[src/rtl/led_pkg.sv]
// rtl/led_pkg.sv - shared types and constants for the LED frame decoder
package led_pkg;

    localparam int ROWS = 16;
    localparam int COLS = 8;

    localparam int COL_MSB  = 9;
    localparam int COL_LSB  = 8;
    localparam int RSVD_BIT = 7;
    localparam int Y_MSB    = 6;
    localparam int Y_LSB    = 3;
    localparam int X_MSB    = 2;
    localparam int X_LSB    = 0;

    typedef enum logic [1:0] {
        COL_BLANK = 2'b00,
        COL_GRN   = 2'b01,
        COL_RED   = 2'b10,
        COL_BOTH  = 2'b11
    } colour_t;

    typedef struct packed {
        colour_t    col;
        logic       rsvd;
        logic [3:0] y;
        logic [2:0] x;
    } pix_word_t;

    typedef enum logic {
        ST_IDLE = 1'b0,
        ST_RUN  = 1'b1
    } state_t;

endpackage

[src/rtl/led_fb_bank.sv]
// rtl/led_fb_bank.sv - one 16x8 two-colour frame buffer with OR-write, clear and row read
module led_fb_bank
    import led_pkg::*;
(
    input  logic            CLK,
    input  logic            RST,
    input  logic            clr,
    input  logic            wr,
    input  logic [3:0]      wr_y,
    input  logic [2:0]      wr_x,
    input  colour_t         wr_col,
    input  logic [3:0]      rd_y,
    output logic [COLS-1:0] rd_red,
    output logic [COLS-1:0] rd_grn
);

    logic [COLS-1:0] red [ROWS];
    logic [COLS-1:0] grn [ROWS];
    logic [COLS-1:0] xmask;
    logic            set_red;
    logic            set_grn;

    assign xmask   = {{(COLS-1){1'b0}}, 1'b1} << wr_x;
    assign set_red = (wr_col == COL_RED) || (wr_col == COL_BOTH);
    assign set_grn = (wr_col == COL_GRN) || (wr_col == COL_BOTH);

    // Clear and write may land in the same cycle: the write survives the clear.
    always_ff @(posedge CLK) begin
        for (int r = 0; r < ROWS; r++) begin
            if (RST) begin
                red[r] <= '0;
                grn[r] <= '0;
            end else begin
                red[r] <= (clr ? '0 : red[r]) |
                          ((wr && set_red && (wr_y == 4'(r))) ? xmask : '0);
                grn[r] <= (clr ? '0 : grn[r]) |
                          ((wr && set_grn && (wr_y == 4'(r))) ? xmask : '0);
            end
        end
    end

    assign rd_red = red[rd_y];
    assign rd_grn = grn[rd_y];

endmodule

[src/rtl/led_frame_decoder.sv]
// rtl/led_frame_decoder.sv - double-buffered LED pixel-word decoder; ball tracker under LED_FRAME_DECODER_BALL_TRACK_EN
module led_frame_decoder
    import led_pkg::*;
#(
    parameter logic [15:0] TIMEOUT = 16'd50000,
    parameter int          CNT_W   = 8
) (
    input  logic             CLK,
    input  logic             RST,
    input  logic [9:0]       LEDIN,
    input  logic             STB,
    input  logic             FRAME,
    input  logic [3:0]       ROWSEL,
    output logic [7:0]       ROWRED,
    output logic [7:0]       ROWGRN,
    output logic [CNT_W-1:0] FRAMES,
    output logic [6:0]       PIXCNT,
    output logic             ERR,
    output logic             TMO,
    output logic [2:0]       BALLX,
    output logic [3:0]       BALLY,
    output logic             BALLV
);

    pix_word_t  word;
    state_t     state;
    state_t     state_nx;
    logic       active;
    logic       tmo_run;
    logic [15:0] tmo_cnt;
    logic       tmo_hit;
    logic       swap;
    logic       accept;
    logic       rsvd_err;
    logic       role;
    logic       back_sel;
    logic [6:0] live;
    logic [7:0] bank_red [2];
    logic [7:0] bank_grn [2];

    assign word = '{col:  colour_t'(LEDIN[COL_MSB:COL_LSB]),
                    rsvd: LEDIN[RSVD_BIT],
                    y:    LEDIN[Y_MSB:Y_LSB],
                    x:    LEDIN[X_MSB:X_LSB]};

    always_ff @(posedge CLK) begin
        if (RST) state <= ST_IDLE;
        else     state <= state_nx;
    end

    always_comb begin
        state_nx = state;
        if (state == ST_IDLE && FRAME) state_nx = ST_RUN;
    end

    // The first FRAME already counts as seen, so its coincident word is kept.
    always_comb begin
        active  = (state == ST_RUN) || FRAME;
        tmo_run = (state == ST_RUN);
    end

    assign tmo_hit  = tmo_run && (tmo_cnt == TIMEOUT - 16'd1);
    assign swap     = FRAME || tmo_hit;
    assign accept   = active && STB && !word.rsvd && (word.col != COL_BLANK);
    assign rsvd_err = active && STB && word.rsvd;
    assign back_sel = role ^ swap;

    for (genvar b = 0; b < 2; b++) begin : g_bank
        led_fb_bank u_bank (
            .CLK    (CLK),
            .RST    (RST),
            .clr    (swap && (back_sel == 1'(b))),
            .wr     (accept && (back_sel == 1'(b))),
            .wr_y   (word.y),
            .wr_x   (word.x),
            .wr_col (word.col),
            .rd_y   (ROWSEL),
            .rd_red (bank_red[b]),
            .rd_grn (bank_grn[b])
        );
    end

    // The front bank after this cycle is the one not being written.
    always_ff @(posedge CLK) begin
        if (RST) begin
            role    <= 1'b0;
            FRAMES  <= '0;
            PIXCNT  <= '0;
            live    <= '0;
            ERR     <= 1'b0;
            TMO     <= 1'b0;
            tmo_cnt <= '0;
            ROWRED  <= '0;
            ROWGRN  <= '0;
        end else begin
            ROWRED <= back_sel ? bank_red[0] : bank_red[1];
            ROWGRN <= back_sel ? bank_grn[0] : bank_grn[1];
            if (rsvd_err)         ERR <= 1'b1;
            if (tmo_hit && !FRAME) TMO <= 1'b1;
            if (swap) begin
                role    <= ~role;
                FRAMES  <= FRAMES + CNT_W'(1);
                PIXCNT  <= live;
                live    <= accept ? 7'd1 : 7'd0;
                tmo_cnt <= '0;
            end else begin
                if (accept && live != 7'd127) live <= live + 7'd1;
                tmo_cnt <= tmo_run ? tmo_cnt + 16'd1 : 16'd0;
            end
        end
    end

`ifdef LED_FRAME_DECODER_BALL_TRACK_EN
    logic [2:0] trk_x;
    logic [3:0] trk_y;
    logic       trk_v;
    logic       trk_hit;

    assign trk_hit = accept && (word.col == COL_GRN);

    always_ff @(posedge CLK) begin
        if (RST) begin
            trk_x <= '0;
            trk_y <= '0;
            trk_v <= 1'b0;
            BALLX <= '0;
            BALLY <= '0;
            BALLV <= 1'b0;
        end else if (swap) begin
            BALLX <= trk_x;
            BALLY <= trk_y;
            BALLV <= trk_v;
            trk_x <= trk_hit ? word.x : 3'd0;
            trk_y <= trk_hit ? word.y : 4'd0;
            trk_v <= trk_hit;
        end else if (trk_hit) begin
            trk_x <= word.x;
            trk_y <= word.y;
            trk_v <= 1'b1;
        end
    end
`else
    assign BALLX = '0;
    assign BALLY = '0;
    assign BALLV = 1'b0;
`endif

endmodule

[config.mk]
export PLATFORM = sky130hd
export DESIGN_NAME = led_frame_decoder
export DESIGN_NICKNAME = d
export VERILOG_FILES = /design/src/rtl/led_pkg.sv /design/src/rtl/led_fb_bank.sv /design/src/rtl/led_frame_decoder.sv
export SDC_FILE = /design/constraint.sdc
export NUM_CORES = 1
export LEC_CHECK = 0
export CORE_MARGIN = 8
export CORE_UTILIZATION = 40
export CTS_CLUSTER_DIAMETER = 80
export CTS_CLUSTER_SIZE = 25
export DETAILED_ROUTE_END_ITERATION = 10
export GPL_TIMING_DRIVEN = 0
export SLEW_MARGIN = 20
export SYNTH_ARGS = -nofsm -noshare
export SYNTH_HDL_FRONTEND = slang
export SYNTH_SLANG_ARGS = --single-unit
[constraint.sdc]
create_clock -name CLK -period 3.04 [get_ports CLK]
set_clock_uncertainty 0.05 [all_clocks]
set_input_delay 0.76 -clock CLK [delete_from_list [all_inputs] [get_ports CLK]]
set_output_delay 0.76 -clock CLK [all_outputs]
set_load 0.01 [all_outputs]
* Yosys cells after proc, flatten, opt, wreduce, memory -nomap -nowiden *
Memory sizes are Yosys's and may differ from the RTL's.
Index checks and enable logic that the tools add are counted.

storage, ports and cells
  register bits = 58
  latch bits = 0
  bits in writable memories = 512
  bits in read-only memories = 0
  bits of input ports = 18
  output and inout port bits = 41
  word-level logic and storage cells = 460
  memories = 4

operators by class
  add/sub/neg operators = 3
  multipliers = 0
  divide/modulo/power cells = 0
  order comparisons = 0
  equality and inequality tests = 20
  shift-type cells = 1
  mux-type cells = 200
  bitwise logic cells = 132
  reductions and logical operators = 90

memory list
  name                  depth  bits a word  rd ports  clocked after memory_dff  wr ports  RTL line           text
  g_bank[0].u_bank.grn  16     8            17        0                         16        led_fb_bank.sv:18  logic [COLS-1:0] grn [ROWS];
  g_bank[0].u_bank.red  16     8            17        0                         16        led_fb_bank.sv:17  logic [COLS-1:0] red [ROWS];
  g_bank[1].u_bank.grn  16     8            17        0                         16        led_fb_bank.sv:18
  g_bank[1].u_bank.red  16     8            17        0                         16        led_fb_bank.sv:17

operators with widths
  cell                     count
  $mux W8                  194
  $or A8 B8 Y8             64
  $logic_and A1 B1 Y1      80
  $or A1 B1 Y1             64
  $eq A4 B4 Y1 const B     8
  $add A16 B1 Y16 const B  1
  $eq A16 B16 Y1 const B   1
  $eq A4 B3 Y1 const B     4
  $mux W7                  2
  $add A8 B1 Y8 const B    1
  $eq A4 B2 Y1 const B     2
  $shl A1 B3 Y8 const A    1
  $add A7 B1 Y7 const B    1
  $ne A7 B7 Y1 const B     1
  $eq A2 B2 Y1 const B     2
  $eq A4 B1 Y1 const B     1
  $logic_not A4 Y1         1
  $logic_or A1 B1 Y1       4
  $mux W1                  4
  $reduce_bool A2 Y1       2
  $not A1 Y1               3
  $reduce_or A3 Y1         1
  $eq A2 B1 Y1 const B     1
  $logic_not A1 Y1         2
  $xor A1 B1 Y1            1

* Longest topological paths before layout *
Gate-level depths: netlist of run 1.

  depth in word-level cells = 11
  mapped depth = 14
  mapped depth without buffers = 10

* Cells and area by module *
Synthesis of run 1 repeated with hierarchy kept, for this count alone.

unflattened totals
  cell total of the unflattened synthesis = 2,415
  area total of the unflattened synthesis = 24,583.6 um2

by module, submodules not included
  module                          times used  cells each  area an instance (um2)  sequential area each (um2)
  led_fb_bank (g_bank[1].u_bank)  1           1,069       11,085.6                5,124.9
  led_fb_bank (g_bank[0].u_bank)  1           1,069       11,074.4                5,124.9
  led_frame_decoder               1           277         2,423.6                 1,161.1

* Worst setup path after synthesis of run 1 *
Ideal clock, no wire load.

  path type = register -> register
  from = register tmo_cnt[4]
  to = memory g_bank[1].u_bank.red[14][3]
  arrival time = 3.168 ns
  required time = 2.925 ns
  setup slack = -0.244 ns
  stages on the path, launching flop included = 14
  period minus slack after synthesis = 3.284 ns
  cell sequence = dfxtp_1 or4b_1 nor4_2 a21oi_2 buf_6 buf_6 inv_1 ha_1 or4b_1 clkbuf_1 buf_2 nor2_2 a21oi_1 nor2_1

RTL lines
  element                   RTL line                  text
  start: declaration        led_frame_decoder.sv:30   logic [15:0] tmo_cnt;
  start signal: assignment  led_frame_decoder.sv:108  tmo_cnt <= tmo_run ? tmo_cnt + 16'd1 : 16'd0;
  end: declaration          led_fb_bank.sv:17

==> metrics.md, run 1 <==
| Metric | Value |
|---|---|
| Slew Limit Fails | 0 |
| Max Fclk | 0.315 GHz |
| Vias in the first global route | 21200 |
| Arrival @ worst endpoint | 3.68 ns |
| Leak | 10.8 nW |
| Final WS setup | -0.134 ns |
| CTS tree | yes |
| Register area share after synthesis | 45.1% |
| CP max stage cell | buf_1 |
| WL per Instance | 24.6 µm |
| Power Density | 455 nW/µm² |
| Combinational fraction of design power | 9.7% |
| Internal Pwr Total | 9.91 mW |
| Routed Wire Length | 94300 µm |
| Number of primary I/O pins | 59 |
| FFs w/ async S/R, synth | 0% |
| Critical Path, Cell by Cell | clkdlybuf4s50_1 > nor3b_1 > clkbuf_1 > buf_1 > a21oi_1 > nor2_1 |
| Pre-CTS setup slack | -1.76 ns |
| Antenna violations before repair | 3 |
| Worst setup EP type | flop |
| Layout cells sized above 1 | 19.1% |
| Final Hold Viols | 0 |
| Placeable core region | 62900 µm² |
| Port Buffers | 46 |
| # H-tree levels | 1 |
| Reg clk slew, reported paths | 0.10 ns |
| Post-DR vias/cell | 5.79 |
| Cell taking the most area after synthesis | dfxtp_1 |
| Endpoints failing setup | 42 |
| Critical Path Max Stage Delay | 0.98 ns |
| Distinct cells, synth | 46 |
| Root buffer cell | clkbuf_16 |
| Post-synth EDFFs | 0 |
| Total grt overflow | 0 |
| First-pass GRT wire length | 137000 µm |
| GP Congestion | 0.966 |
| Tcrit/Tclk final | 104% |
| DIE AREA | 71600 µm² |
| Remaining DRCs | 0 |
| Worst skew pair latency | 0.63 ns |
| Violated checks | setup timing |
| Final ANT Viol Nets | 0 |
| #FFs+latches synth | 570 |
| Cells after synthesis | 2836 |
| CTS Buf Count | 30 |
| CP Launch Type | input pin |
| VDD IR max | 0.463 mV |
| Max Cap Viol | 0 |
| Post-DP HPWL | 65600 µm |
| Starting Density | 40.3% |
| Largest net degree at the start of global routing | 26 |
| Setup CP Type | input pin to flop |
| Hold Crit Class | flop to flop |
| Area grow syn2layout | 18.1% |
| Nets | 2992 |
| CTS Sinks | 570 |
| Worst Tran Pin Value | 1.34 ns |
| Warnings, synthesis | 0 |
| GRT Util Overall | 25.2% |
| Clk pwr share | 35.2% |
| Largest cells by area after synthesis | dfxtp_1 (45%), nor2b_1 (13%), mux4_2 (11%) |
| Tmin final | 3.17 ns |
| Commonest register cell after synthesis | dfxtp_1 |
| Die H | 268 µm |
| Synth top area share | 45.1% |
| Mapped Area | 25300 µm² |
| CP required | 3.55 ns |
| Via count | 22200 |
| Sequential share of power | 55.1% |
| CP max FO | 10 |
| Worst slew margin | 10.6% |
| Synthesized area per cell | 8.93 µm² |
| Status | complete, but fails checks |
| Switching share of power | 27.3% |
| Drt initial violations | 2540 |
| Power Total | 13.6 mW |
| RSZ-0062 raised after global routing | true |
| Worst-case clock buffer depth | 3 |
| Std-Cell Rows | 92 |
| Drt pass-1 iters | 5 |
| Switching power | 3.71 mW |
| Die width | 268 µm |
## logic make-up (layout without fill, tap and decap cells)
family	after synthesis	count (layout)	synth area share (%)
and+or+nand+nor	1234	1234	24.2
AOI/OAI and AO/OA	580	580	12.0
DFF	570	570	45.1
buffers and inverters	238	380	3.89
muxes	188	188	13.8
xor gates and xnor gates	20	20	0.692
adders and majority gates	5	5	0.247
other	1	10	0.0148
## final timing paths
| check | start | end | cells after the start | slack [ns] |
|---|---|---|---|---|
| worst max register to register | tmo_cnt[12] | g_bank[1].u_bank.red[7][5] | 12 | -0.05 |
| worst min-delay path | tmo_cnt[0] | tmo_cnt[0] | 1 | 0.43 |
| worst min register to register | tmo_cnt[0] | tmo_cnt[0] | 1 | 0.43 |
| worst max-delay path | LEDIN[0] | g_bank[1].u_bank.grn[13][1] | 6 | -0.13 |
## placed cells by master, fill, tap and decap left out, drive strengths merged, types with 4 or more instances in the layout
cell / Yosys / layout
inv: 6 / 10
conb: 1 / 8
o21ai: 7 / 7
dfxtp: 570 / 570
nor3: 4 / 4
clkinv: 0 / 8
a221o: 16 / 16
clkdlybuf4s50: 0 / 46
a31oi: 14 / 14
nor2b: 518 / 518
mux4: 128 / 128
xnor2: 9 / 9
and3: 6 / 6
nand2: 30 / 30
nand4: 6 / 6
nand3: 19 / 19
or3: 6 / 6
xor2: 11 / 11
a22oi: 13 / 13
mux2i: 44 / 44
nor2: 627 / 627
mux2: 16 / 16
buf: 42 / 99
ha: 5 / 5
a21oi: 526 / 526
clkbuf: 190 / 212
## cells in the mapped netlist (all sizes together), types with 2 or more instances
master  instances
buf            42
o21ai           7
nor2          627
xor2           11
nor2b         518
or3             6
inv             6
a31oi          14
mux2i          44
nand2          30
nand3          19
xnor2           9
nor3            4
mux4          128
nor3b           3
a22oi          13
nand4           6
clkbuf        190
and3b           2
nor4            2
nand4b          2
and3            6
a21oi         526
mux2           16
a221o          16
or4b            3
ha              5
dfxtp         570
## state kept, by name (all words and copies together) (netlist names), 7 cells and up
name / cells
live: 7
g_bank.u_bank.grn: 256
ROWGRN: 8
FRAMES: 8
PIXCNT: 7
ROWRED: 8
tmo_cnt: 16
g_bank.u_bank.red: 256
## metrics by stage
stage	util, %	hold WS, ns	std cells	instance area, µm²	setup TNS [ns]
floorplan	-	0.380	2843	25600	-19.17
global route	47.6	0.458	3833	29900	-12.44
detailed placement	43.2	0.407	3736	27100	-609.07
finish	47.6	0.426	3833	29900	-1.59
CTS	46.1	0.430	3820	29000	-1.03
global placement	43.1	0.393	3735	27100	-601.06
## cell type report
type | instances | area [µm²]
inverter | 6 | 25.0
sequential | 570 | 11400
multi-input combinational | 2035 | 14100
tap | 846 | 1060
antenna | 2 | 5.00
fill | 5960 | 32900
timing repair buffer | 97 | 1220
clock buffer | 33 | 783
buffer | 229 | 1110
clock inverter | 15 | 190
## critical path: cells and delay by family
family / cells / cell delay, ns
AND/OR/NAND/NOR: 2 / 0.35
AO/OA/AOI/OAI: 1 / 0.17
buffers and inverters: 3 / 2.37
## what timing repair did
item,in CTS,in global routing
resized for setup,110,245
setup endpoints to repair,528,527
pin swaps,37,173
buffers inserted,37,10
cloned,1,1
hold buffers,0,0
## layer usage
| layer | track usage, % | part of all wire [%] | vias to the layer above |
|---|---|---|---|
| met2 | 39.7 | 46 | 1090 |
| met4 | 11.1 | 4.8 | 2 |
| met5 | 0 | 0.0085 | - |
| met1 | 34.1 | 41 | 11100 |
| li1 | - | - | 9809 |
| met3 | 3.73 | 8.8 | 215 |
## power by group through the flow
| stage | Sequential, mW | Clock [mW] | Combinational [mW] |
|---|---|---|---|
| finish | 7.51 | 4.79 | 1.32 |
| global route | 7.52 | 5.10 | 1.35 |
| floorplan | 7.69 | 0 | 0.622 |
| global placement | 7.69 | 0 | 1.19 |
| detailed placement | 7.69 | 0 | 1.19 |
| CTS | 7.51 | 4.84 | 1.24 |
Power figures use the tool's default switching activity.
==> run 2: changes to the inputs <==
Settings changed: CORE_ASPECT_RATIO set to 1.75.
==> run 2 against run 1 <==
The run still ends with setup timing left. Flip-flop and latch count did not move. Total power fell by 4.8%. Worst hold slack got worse by 0.010 ns. Design area fell by 0.47%. Combinational power rose by 3%. Clock power fell by 14%. Largest power group unchanged. Sequential share of layout area rose by 0.18 points. Die area rose by 0.44%. First-iteration DRC count fell by 14%.
==> metrics.md, run 2 (synthesis results as in run 1) <==
| Metric | Value |
|---|---|
| Worst slew margin | 13.8% |
| Drt initial violations | 2191 |
| Remaining DRCs | 0 |
| Layout Cells excl Fill | 3795 |
| Final WS setup | -0.218 ns |
| Antenna violations before repair | 2 |
| Worst-case clock buffer depth | 3 |
| Setup CP Type | flop to flop |
| Endpoints failing setup | 407 |
| Worst Path Buf+Inv | 5 |
| DIE AREA | 71900 µm² |
| Placeable core region | 62900 µm² |
| Status | complete, but fails checks |
| Setup TNS | -28.42 ns |
| Hold Crit Class | flop to flop |
| CP max FO | 8 |
| Hold Slack | 0.416 ns |
| CTS tree | yes |
| Slew Limit Fails | 0 |
| CTS Sinks | 570 |
| WL per Instance | 25.8 µm |
| Internal Pwr Total | 9.42 mW |
| # H-tree levels | 1 |
| Final Hold Viols | 0 |
| Critical Path Max Stage Delay | 0.55 ns |
| Power Total | 13.0 mW |
| Post-DR vias/cell | 5.83 |
| Max Cap Viol | 0 |
| Post-route cell area | 29800 µm² |
| DP Area | 27100 µm² |
| HP Start | tmo_cnt[0] |
| Post-CTS Hold Buffers | 0 |
| Combinational fraction of design power | 10.5% |
| Sequential share of power | 57.9% |
| Reg clk slew, reported paths | 0.10 ns |
| CTS Buf Count | 26 |
| Switching share of power | 27.3% |
| Max Fclk | 0.307 GHz |
| Area grow syn2layout | 17.5% |
| Std-Cell Rows | 122 |
| Number of primary I/O pins | 59 |
| Hold path cells | 1 |
| Die width | 206 µm |
| Top flop regs | g_bank.u_bank.grn: 256 flops, g_bank.u_bank.red: 256 flops, tmo_cnt: 16 flops |
| VDD IR max | 0.381 mV |
| Most common cell after layout, fill and taps aside | dfxtp_1 |
| Drt pass-1 iters | 6 |
| Die H | 349 µm |
| Placed insts | 3696 |
| GRT Util Overall | 26.4% |
| Final core utilization | 47.3% |
| FF-to-FF setup slack | -0.22 ns |
| Worst hold endpoint | tmo_cnt[0] |
| CP Launch Type | flop |
| Total grt overflow | 0 |
| Worst path depth | 13 |
| Most frequent cells in the layout | dfxtp_1 (564), nor2_1 (562), nor2b_1 (518) |
| Violated checks | setup timing |
| Routed Wire Length | 97800 µm |
| Post-DP HPWL | 70100 µm |
| CP required | 3.55 ns |
| Leak | 10.9 nW |
| Worst Tran Pin Value | 1.29 ns |
| Tcrit/Tclk final | 107% |
| Reg2reg end | g_bank[1].u_bank.red[2][1] |
| Clk pwr share | 31.6% |
| First-pass GRT wire length | 142000 µm |
| Final ANT Viol Nets | 0 |
| Pre-CTS setup slack | -1.87 ns |
| Worst skew pair latency | 0.64 ns |
| Root buffer cell | clkbuf_16 |
| CP dominant cell by count | buf_12 |
| Layout cells sized above 1 | 18.3% |
| Tmin final | 3.26 ns |
| Worst setup EP type | flop |
| Worst flop-to-flop path startpoint | tmo_cnt[13] |
| Largest net degree at the start of global routing | 26 |
| Switching power | 3.55 mW |
| CP top delay family | simple AND/OR/NAND/NOR gates |
| Nets | 3010 |
| Arrival @ worst endpoint | 3.76 ns |
| Critical Path, Cell by Cell | or4b_4 > nor4_4 > a21oi_4 > inv_4 > ha_4 > or4b_4 > clkbuf_16 > buf_12 > buf_12 > nor2_4 > buf_12 > a21oi_1 > nor2_1 |
| Reg2reg path depth | 13 |
| CP max stage cell | or4b_4 |
| Vias in the first global route | 21800 |
| Via count | 22100 |
| RSZ-0062 raised after global routing | true |
| Starting Density | 40.3% |
| Port Buffers | 46 |
| GP Congestion | 0.957 |
| Power Density | 436 nW/µm² |
## run 2: power groups by stage
stage / registers, mW / logic (mW) / clock network (mW)
CTS: 7.51 / 1.29 / 4.11
global placement: 7.68 / 1.20 / 0
finish: 7.51 / 1.36 / 4.10
global route: 7.52 / 1.38 / 4.38
detailed placement: 7.68 / 1.21 / 0
floorplan: 7.69 / 0.622 / 0
## run 2: how the worst max path moves through the flow
| stage | slack [ns] | from | end |
|---|---|---|---|
| floorplan | -0.1 | tmo_cnt[11] | g_bank[1].u_bank.grn[15][0] |
| global placement | -1.80 | FRAME | g_bank[0].u_bank.red[11][1] |
| detailed placement | -1.87 | FRAME | g_bank[0].u_bank.red[11][1] |
| CTS | -0.14 | tmo_cnt[11] | g_bank[1].u_bank.red[2][1] |
| global route | -0.29 | tmo_cnt[13] | g_bank[1].u_bank.red[2][1] |
| finish | -0.22 | tmo_cnt[13] | g_bank[1].u_bank.red[2][1] |
## run 2: repair_timing
item                                    4_1_cts  5_1_grt
gates cloned                                  2        1
setup buffers                                49       19
hold endpoints to repair                      0        0
resized for setup                           206       85
endpoints found under the setup margin      529      529
pin swaps                                    88      101
## run 2: area by class of cell
cell class | count | area, µm²
clock inverters | 1 | 7.51
multi-input cells | 2035 | 14000
well taps | 806 | 1010
inverters | 6 | 25.0
fillers | 5962 | 33100
flip-flops and latches | 570 | 11400
repair buffers | 118 | 1520
clock buffers | 27 | 676
plain buffers | 230 | 1140
diodes | 2 | 5.00
## run 2: per-layer routing
layer / part of all wire [%] / up-vias / track usage (%)
met5: 0.013 / - / 0
met4: 9.7 / 2 / 21.1
met3: 7.0 / 399 / 4.86
met2: 49 / 1074 / 45.4
met1: 34 / 10800 / 27.8
li1: - / 9819 / -
## run 2: worst register-to-register path, cell delays in order, from the launching register on
cell and delay [ns]:
dfxtp_2 0.35, or4b_4 0.55, nor4_4 0.36, a21oi_4 0.13
inv_4 0.08, ha_4 0.20, or4b_4 0.55, clkbuf_16 0.20
buf_12 0.15, buf_12 0.12, nor2_4 0.10, buf_12 0.15
a21oi_1 0.07, nor2_1 0.12
==> run 3: changes to the inputs <==
Settings changed: CORE_MARGIN 8 to unset.
Clock period 3.04 ns to 3.3 ns, I/O delays scaled along.
==> run 3 against run 2 <==
Combinational power decreased by 13%. Critical endpoint is now ROWRED[4]. The run still ends with setup timing left. Flip-flop and latch count stayed put. Die area fell by 11%.
==> metrics.md, run 3 (synthesis results as in run 1) <==
| Metric | Value |
|---|---|
| Status | complete, but fails checks |
| Violated checks | setup timing |
| Arrival @ worst endpoint | 3.83 ns |
| Post-CTS Hold Buffers | 0 |
| Final ANT Viol Nets | 0 |
| Worst slew margin | 22.0% |
| Area grow syn2layout | 12.8% |
| Root buffer cell | clkbuf_16 |
| Final WS setup | -0.0558 ns |
| Most common cell after layout, fill and taps aside | dfxtp_1 |
| CP Launch Type | input pin |
| Most frequent cells in the layout | dfxtp_1 (565), nor2_1 (561), nor2b_1 (518) |
| Starting Density | 40.6% |
| Placed insts | 3689 |
| GRT Util Overall | 30.0% |
| CP max FO | 10 |
| Antenna cells | 0 |
| Clk pwr share | 31.7% |
| Combinational fraction of design power | 10.0% |
| Via count | 21800 |
| CTS Sinks | 570 |
| Max Cap Viol | 0 |
| Largest net degree at the start of global routing | 26 |
| Placeable core region | 62400 µm² |
| Reg clk slew, reported paths | 0.10 ns |
| Die H | 335 µm |
| Hold Crit Class | flop to flop |
| Nets | 2973 |
| Internal Pwr Total | 8.65 mW |
| VDD IR max | 0.376 mV |
| CP required | 3.77 ns |
| DIE AREA | 64400 µm² |
| Layout Cells excl Fill | 3749 |
| Slew Limit Fails | 0 |
| Switching share of power | 27.0% |
| Drt pass-1 iters | 6 |
| Die width | 192 µm |
| Number of primary I/O pins | 59 |
| Total grt overflow | 0 |
| Vias in the first global route | 21500 |
| CTS tree | yes |
| Port Buffers | 46 |
| Worst-case clock buffer depth | 3 |
| Power Density | 415 nW/µm² |
| Routed Wire Length | 96400 µm |
| Worst setup EP type | flop |
| Std-Cell Rows | 121 |
| Worst Tran Pin Value | 1.17 ns |
| CTS Buf Count | 26 |
| Tmin final | 3.36 ns |
| First-pass GRT wire length | 141000 µm |
| Drt initial violations | 1961 |
| DP Area | 26800 µm² |
| Worst skew pair latency | 0.63 ns |
| RSZ-0062 raised after global routing | false |
| Post-DR vias/cell | 5.82 |
| Remaining DRCs | 0 |
| Layout cells sized above 1 | 12.7% |
| Post-DP HPWL | 71000 µm |
| Post-route cell area | 28600 µm² |
| Max Fclk | 0.298 GHz |
| Tcrit/Tclk final | 102% |
| # H-tree levels | 1 |
| Switching power | 3.20 mW |
| Endpoints failing setup | 1 |
| Antenna violations before repair | 1 |
| Setup TNS | -0.0558 ns |
| Setup CP Type | input pin to flop |
| GP Congestion | 0.976 |
| Final Hold Viols | 0 |
| WL per Instance | 25.7 µm |
| Sequential share of power | 58.4% |
| Leak | 10.4 nW |
| Top flop regs | g_bank.u_bank.grn: 256 flops, g_bank.u_bank.red: 256 flops, tmo_cnt: 16 flops |
==> run 3: changes by cell type in the layout (fill, tap and decap cells not counted), sizes merged <==
cell and change:
buf -37, diode -2
==> run 3: repair_timing <==
action | 4_1_cts | 5_1_grt
gates resized for setup | 157 | 29
cloned | 1 | 1
setup buffers | 26 | 7
hold endpoints to repair | 0 | 0
pin swaps | 24 | 16
setup endpoints to repair | 528 | 459
==> run 3: path summary, 6_finish.rpt <==
path / endpoint / slack [ns] / cells after the start / from
worst max register to register: g_bank[1].u_bank.grn[0][4] / 0.11 / 12 / tmo_cnt[13]
worst max-delay path: ROWRED[4] / -0.06 / 7 / ROWSEL[0]
worst min register to register: TMO / 0.44 / 2 / TMO
worst min-delay path: TMO / 0.44 / 2 / TMO
==> run 3: per-layer routing <==
metal	vias to the layer above	track usage, %	part of all wire, %
met5	-	0	0.012
met4	2	25.3	9.6
met3	401	4.33	6.1
met2	1014	52.5	50
met1	10600	31.0	34
li1	9756	-	-
==> run 3: metrics by stage <==
step           power [mW]  hold WS [ns]  utilization, %  setup WS [ns]
2_1_floorplan        7.64         0.380               -         0.0164
3_3_place_gp         8.16         0.391            43.0          -1.99
3_5_place_dp         8.17         0.411            43.0          -2.00
4_1_cts              11.9         0.436            45.5        0.00735
5_1_grt              12.2         0.464            45.8         0.0143
6_report             11.9         0.436            45.8        -0.0558
==> run 3: area by class of cell <==
class | count | area, µm²
fill | 6050 | 33800
multi-input combinational | 2035 | 13400
sequential | 570 | 11400
buffer | 228 | 1040
tap | 799 | 1000
timing repair buffer | 83 | 971
clock buffer | 27 | 676
inverter | 6 | 25.0
clock inverter | 1 | 7.51
==> run 3: critical path: stages <==
cell	delay, ns
buf_2	0.29
buf_4	0.39
buf_2	0.39
nor2b_1	0.63
clkbuf_1	0.53
a22oi_1	0.38
a31oi_1	0.35
==> run 3: power by group through the flow <==
stage | combinational, mW | clock (mW) | sequential, mW
after floorplan | 0.558 | 0 | 7.09
after global placement | 1.08 | 0 | 7.08
after detailed placement | 1.09 | 0 | 7.08
after CTS | 1.14 | 3.79 | 6.92
after global routing | 1.21 | 4.03 | 6.92
final | 1.18 | 3.75 | 6.92
